`config.mk`:
```
export PLATFORM = sky130hd
export DESIGN_NAME = lpc_encode_sequencer
export DESIGN_NICKNAME = d
export VERILOG_FILES = /design/src/rtl/lpc_pkg.sv /design/src/rtl/lpc_stage_watchdog.sv /design/src/rtl/lpc_encode_sequencer.sv
export SDC_FILE = /design/constraint.sdc
export NUM_CORES = 1
export LEC_CHECK = 0
export BUFFER_PORTS_ARGS = -buffer_cell sky130_fd_sc_hd__buf_2
export CAP_MARGIN = 20
export CORE_MARGIN = 3
export CORE_UTILIZATION = 55
export DETAILED_ROUTE_END_ITERATION = 10
export GPL_TIMING_DRIVEN = 1
export PLACE_DENSITY = 0.79
export SETUP_SLACK_MARGIN = 0.3
export SLEW_MARGIN = 20
export SYNTH_ARGS = -nofsm -noshare
export SYNTH_HDL_FRONTEND = slang
export SYNTH_HIERARCHICAL = 1
export SYNTH_SLANG_ARGS = --single-unit
```
`constraint.sdc`:
```
create_clock -name clk -period 3.1 [get_ports clk]
set_input_delay 0.155 -clock clk [delete_from_list [all_inputs] [get_ports clk]]
set_output_delay 0.155 -clock clk [all_outputs]
set_load 0.01 [all_outputs]
```
`src/rtl/lpc_pkg.sv`:
```
// Shared types and select/stage codes for the LPC encoder sequencer.
package lpc_pkg;

  typedef enum logic [3:0] {
    ST_IDLE   = 4'd0,
    ST_AC_ST  = 4'd1,
    ST_AC_RUN = 4'd2,
    ST_LV_ST  = 4'd3,
    ST_LV_RUN = 4'd4,
    ST_IF_ST  = 4'd5,
    ST_IF_RUN = 4'd6,
    ST_DONE   = 4'd7,
    ST_ERROR  = 4'd8
  } lpc_state_e;

  localparam logic [1:0] RSEL_LEV  = 2'd0;
  localparam logic [1:0] RSEL_IFIL = 2'd1;
  localparam logic [1:0] RSEL_EXT  = 2'd2;

  localparam logic XSEL_AC = 1'b0;
  localparam logic XSEL_IF = 1'b1;

  localparam logic [1:0] ERR_NONE = 2'd0;
  localparam logic [1:0] ERR_AC   = 2'd1;
  localparam logic [1:0] ERR_LV   = 2'd2;
  localparam logic [1:0] ERR_IF   = 2'd3;

endpackage

```
`src/rtl/lpc_stage_watchdog.sv`:
```
// Per-stage cycle counter: cleared while a start strobe is issued, counts every
// RUN cycle, and flags expiry in the last allowed RUN cycle.
module lpc_stage_watchdog #(
  parameter int TIMEOUT_CYCLES = 4096,
  parameter int TIMEOUT_W      = 13
) (
  input  logic clk,
  input  logic reset,
  input  logic clear,
  input  logic run,
  output logic expired
);

  logic [TIMEOUT_W-1:0] cnt_q;
  logic [TIMEOUT_W-1:0] cnt_d;

  always_comb begin
    cnt_d = cnt_q;
    if (clear) begin
      cnt_d = '0;
    end else if (run && (cnt_q != '1)) begin
      cnt_d = cnt_q + TIMEOUT_W'(1);
    end
  end

  always_ff @(posedge clk) begin
    if (reset) begin
      cnt_q <= '0;
    end else begin
      cnt_q <= cnt_d;
    end
  end

  generate
    if (TIMEOUT_CYCLES == 0) begin : g_bypass
      assign expired = 1'b0;
    end else begin : g_active
      assign expired = run && (cnt_q == TIMEOUT_W'(TIMEOUT_CYCLES - 1));
    end
  endgenerate

endmodule

```
`src/rtl/lpc_encode_sequencer.sv`:
```
// Top-level LPC encode sequencer: autocorrelation -> Levinson -> inverse filter
// -> hand-off, with watchdog, abort, continuous mode and a frame counter.
module lpc_encode_sequencer
  import lpc_pkg::*;
#(
  parameter int FRAME_CNT_W    = 16,
  parameter int TIMEOUT_CYCLES = 4096,
  parameter int TIMEOUT_W      = 13
) (
  input  logic                   clk,
  input  logic                   reset,
  input  logic                   start,
  input  logic                   continuous,
  input  logic                   rfin,
  input  logic                   abort,
  input  logic                   err_clr,
  input  logic                   ready_autocorrelation,
  input  logic                   ready_levinson,
  input  logic                   ready_ifilter,
  output logic                   start_autocorrelation,
  output logic                   reset_levinson,
  output logic                   reset_ifilter,
  output logic [1:0]             a_rsel_sel,
  output logic                   x_raddr_sel,
  output logic                   rready,
  output logic                   busy,
  output logic                   error,
  output logic [1:0]             err_stage,
  output logic [FRAME_CNT_W-1:0] frame_count
);

  lpc_state_e             state_q, state_d;
  logic [1:0]             err_stage_q, err_stage_d;
  logic [FRAME_CNT_W-1:0] frame_count_q, frame_count_d;

  logic wd_clear;
  logic wd_run;
  logic wd_expired;

  assign wd_clear = (state_q == ST_AC_ST) || (state_q == ST_LV_ST) || (state_q == ST_IF_ST);
  assign wd_run   = (state_q == ST_AC_RUN) || (state_q == ST_LV_RUN) || (state_q == ST_IF_RUN);

  lpc_stage_watchdog #(
    .TIMEOUT_CYCLES(TIMEOUT_CYCLES),
    .TIMEOUT_W     (TIMEOUT_W)
  ) u_watchdog (
    .clk    (clk),
    .reset  (reset),
    .clear  (wd_clear),
    .run    (wd_run),
    .expired(wd_expired)
  );

  // Priority inside each RUN state: abort, then ready, then timeout.
  always_comb begin
    state_d       = state_q;
    err_stage_d   = err_stage_q;
    frame_count_d = frame_count_q;
    case (state_q)
      ST_IDLE: begin
        if (start) state_d = ST_AC_ST;
      end
      ST_AC_ST:  state_d = abort ? ST_IDLE : ST_AC_RUN;
      ST_AC_RUN: begin
        if (abort) begin
          state_d = ST_IDLE;
        end else if (ready_autocorrelation) begin
          state_d = ST_LV_ST;
        end else if (wd_expired) begin
          state_d     = ST_ERROR;
          err_stage_d = ERR_AC;
        end
      end
      ST_LV_ST:  state_d = abort ? ST_IDLE : ST_LV_RUN;
      ST_LV_RUN: begin
        if (abort) begin
          state_d = ST_IDLE;
        end else if (ready_levinson) begin
          state_d = ST_IF_ST;
        end else if (wd_expired) begin
          state_d     = ST_ERROR;
          err_stage_d = ERR_LV;
        end
      end
      ST_IF_ST:  state_d = abort ? ST_IDLE : ST_IF_RUN;
      ST_IF_RUN: begin
        if (abort) begin
          state_d = ST_IDLE;
        end else if (ready_ifilter) begin
          state_d       = ST_DONE;
          frame_count_d = frame_count_q + FRAME_CNT_W'(1);
        end else if (wd_expired) begin
          state_d     = ST_ERROR;
          err_stage_d = ERR_IF;
        end
      end
      ST_DONE: begin
        if (abort) begin
          state_d = ST_IDLE;
        end else if (rfin) begin
          state_d = continuous ? ST_AC_ST : ST_IDLE;
        end
      end
      ST_ERROR: begin
        if (err_clr) begin
          state_d     = ST_IDLE;
          err_stage_d = ERR_NONE;
        end
      end
      default: state_d = ST_IDLE;
    endcase
  end

  always_ff @(posedge clk) begin
    if (reset) begin
      state_q       <= ST_IDLE;
      err_stage_q   <= ERR_NONE;
      frame_count_q <= '0;
    end else begin
      state_q       <= state_d;
      err_stage_q   <= err_stage_d;
      frame_count_q <= frame_count_d;
    end
  end

  always_comb begin
    start_autocorrelation = 1'b0;
    reset_levinson        = 1'b0;
    reset_ifilter         = 1'b0;
    rready                = 1'b0;
    busy                  = 1'b0;
    error                 = 1'b0;
    a_rsel_sel            = RSEL_EXT;
    x_raddr_sel           = XSEL_AC;
    case (state_q)
      ST_AC_ST: begin
        start_autocorrelation = 1'b1;
        busy                  = 1'b1;
      end
      ST_AC_RUN: busy = 1'b1;
      ST_LV_ST: begin
        reset_levinson = 1'b1;
        busy           = 1'b1;
        a_rsel_sel     = RSEL_LEV;
      end
      ST_LV_RUN: begin
        busy       = 1'b1;
        a_rsel_sel = RSEL_LEV;
      end
      ST_IF_ST: begin
        reset_ifilter = 1'b1;
        busy          = 1'b1;
        a_rsel_sel    = RSEL_IFIL;
        x_raddr_sel   = XSEL_IF;
      end
      ST_IF_RUN: begin
        busy        = 1'b1;
        a_rsel_sel  = RSEL_IFIL;
        x_raddr_sel = XSEL_IF;
      end
      ST_DONE:  rready = 1'b1;
      ST_ERROR: error  = 1'b1;
      default: ;
    endcase
  end

  assign err_stage   = err_stage_q;
  assign frame_count = frame_count_q;

endmodule

```
==> impl_metrics.env <==
export IMPL_antenna_found_initial=0
export IMPL_cts_made_buffers=5
export IMPL_cts_setup_buffers=0
export IMPL_holdWs_ns=0.110
export IMPL_worst_path_max_delay_cell="mux2_2"
export IMPL_yosysSeqAreaShare=0.339
export IMPL_nFillCells=324
export IMPL_root_buffer="clkbuf_8"
export IMPL_placed_cells=317
export IMPL_cts_tree="yes"
export IMPL_hpwl_um=3170
export IMPL_via_per_inst=5.78
export IMPL_vias=1879
export IMPL_post_route_period_util=0.757
export IMPL_drc_errors=0
export IMPL_cts_resized_gates=0
export IMPL_die_h_um=67.3
export IMPL_worst_pin_slew_ns=0.800
export IMPL_synth_area_um2=2070
export IMPL_post_synth_cell_area_avg_um2=8.41
export IMPL_grt_pass1_vias=1691
export IMPL_numClockSinks=35
export IMPL_drt_iter0_markers=130
export IMPL_worstPathArrival_ns=2.53
export IMPL_wl_um=4430
export IMPL_ctsHoldBuffers=0
export IMPL_rsz0062_at_grt="false"
export IMPL_synth_yosys_warnings=6
export IMPL_powerDensity_nw_per_um2=355
export IMPL_slew_violations=0
export IMPL_setup_viol=0
export IMPL_skew_ns=0.00548
export IMPL_synth_main_ff_cell="dfxtp_1"
export IMPL_crit_type="reg -> reg"
export IMPL_worst_path_max_fanout=6
export IMPL_outcome="complete, no violations"
export IMPL_hold_viol=0
export IMPL_drive_above_1_share=0.240
export IMPL_ir_worst_vdd_mv=0.191
export IMPL_grt_usage=0.222
export IMPL_crit_path_end_kind="flip-flop"
export IMPL_yosys_top_cells_area="dfxtp_1, a21oi_1, nor2_1"
export IMPL_grt_max_degree=29
export IMPL_portBuffers=36
export IMPL_slew_headroom=0.453
export IMPL_postRouteAntennaNets=0
export IMPL_fin_util=0.676
export IMPL_synth_top_area_cell="dfxtp_1"
export IMPL_cts_clk_slew_worst_paths_ns=0.07
export IMPL_hold_class="in -> reg"
export IMPL_drv_cap=0
export IMPL_initial_core_util=0.596
export IMPL_diodes=0
export IMPL_finalCriticalPeriod_ns=2.35
export IMPL_clock_latency_ns=0.29
export IMPL_ios=37
export IMPL_final_cells=325
export IMPL_synth_nets=258
export IMPL_core_area_um2=3470
export IMPL_die_area_um2=4530
export IMPL_rows=21
export IMPL_max_freq_ghz=0.426
export IMPL_synth_edf_count=0
export IMPL_slowest_delay_ns=0.36
export IMPL_async_flop_share=0
export IMPL_gp_congestion=0.811
export IMPL_synth_cells=246
export IMPL_critPathLaunchType="flip-flop"
export IMPL_crit_chain="nor2_1, o21a_1, and3_1, nand3_1, nor3_1, buf_4, o2111ai_1, a22oi_1, mux2_2"
export IMPL_synth_seq_cells=35
export IMPL_die_w_um=67.3
export IMPL_ys_types=58
export IMPL_post_drt_wl_per_cell_um=13.6
export IMPL_cts_htree_levels=2
export IMPL_nets=290
export IMPL_grt_overflow=0
export IMPL_dr_pass1_iters=4
export IMPL_power_leakage_nw=0.909
export IMPL_syn_to_final_growth_pct=13.3
export IMPL_setup_tns_ns=0
export IMPL_grt_pass1_wl_um=7790
export IMPL_worstPathRequired_ns=3.28
export IMPL_clock_tree_buffer_depth=2
export IMPL_yosysTopAreaCellShare=0.339
kinds of logic after synthesis:
kind of cell    synth area share
buf+inv                   0.0611
simple gates               0.323
fa+ha+maj                 0.0121
flops                      0.339
mux                       0.0357
compound gates             0.187
xor+xnor                  0.0423
per-stage QoR:
stage	setup slack [ns]	instance area (um^2)	power, W
after detailed placement	0.729	2250	0.000515
final	0.754	2340	0.000832
after CTS	0.718	2340	0.000839
after global routing	0.536	2340	0.000866
after floorplan	0.543	2070	0.000498
after global placement	0.819	2250	0.000514
state kept, by name, summed over array words and instances (netlist names):
signal and count:
frame_count 16, u_watchdog/cnt_q 13, state_q 4, err_stage 2
placed cells by master (no fill, tap or decap), types with 6 or more instances in the layout:
cell type and instances:
buf_2 36, dfxtp_1 35, a21oi_1 26, nor2_1 20, nand2_1 14, nand3_1 13, inv_1 10, nor3_1 7
o21ai_0 7, o31ai_1 7, or4_1 7, xnor2_1 6
worst max-delay path, delay by kind of cell, from the launching register on:
family	cells	cell delay [ns]
mux	1	0.36
flops	1	0.31
compound gates	3	0.66
buf+inv	1	0.16
simple gates	4	0.74
area by class of cell:
class	count	area [um^2]	share of cell area
clock buffers	5	68.8	0.0294
clock inverters	3	20.0	0.00854
inverters	10	37.5	0.0160
multi-input cells	185	1240	0.530
flip-flops and latches	35	701	0.299
well taps	46	57.6	0.0246
repair buffers	41	218	0.0929
path summary, 6_finish.rpt:
kind,end,start,cells after the start,slack [ns]
worst max-delay path,err_stage[1],state_q[3],9,0.75
worst min-delay path,state_q[0],start,3,0.11
worst max register to register,err_stage[1],state_q[3],9,0.75
worst min register to register,frame_count[14],frame_count[14],2,0.49
synth_stat cells, drive strengths merged (2+ instances only):
cell	count
inv	10
clkbuf	8
dfxtp	35
nand2b	6
nand2	14
nor2	20
a31oi	2
and4	3
o31ai	7
and3	2
a41oi	2
a22oi	2
mux2	3
nand3	14
or3	6
or4	7
a21o	2
xnor2	6
nor3	7
mux2i	4
o21ai	7
a21oi	26
o41ai	3
a31o	2
nor4	6
nor2b	5
xor2	4
ha	2
nand4	6
buf	8
or2	2
routing by layer:
metal  up-vias  global-route usage  routed length, um
met5         -                   0                  0
met4         0              0.0684                 81
met3         8              0.0549                163
met2        36               0.363               2080
met1       863               0.287               2100
li1        972                   -                  -
report_power, final:
group | leakage (nW) | internal [W] | switching, W
logic | 0.587 | 0.0000193 | 0.0000336
registers | 0.282 | 0.000451 | 0.000000880
clock network | 0.0402 | 0.000156 | 0.000171
No activity file was read; power rests on OpenSTA's default activity.
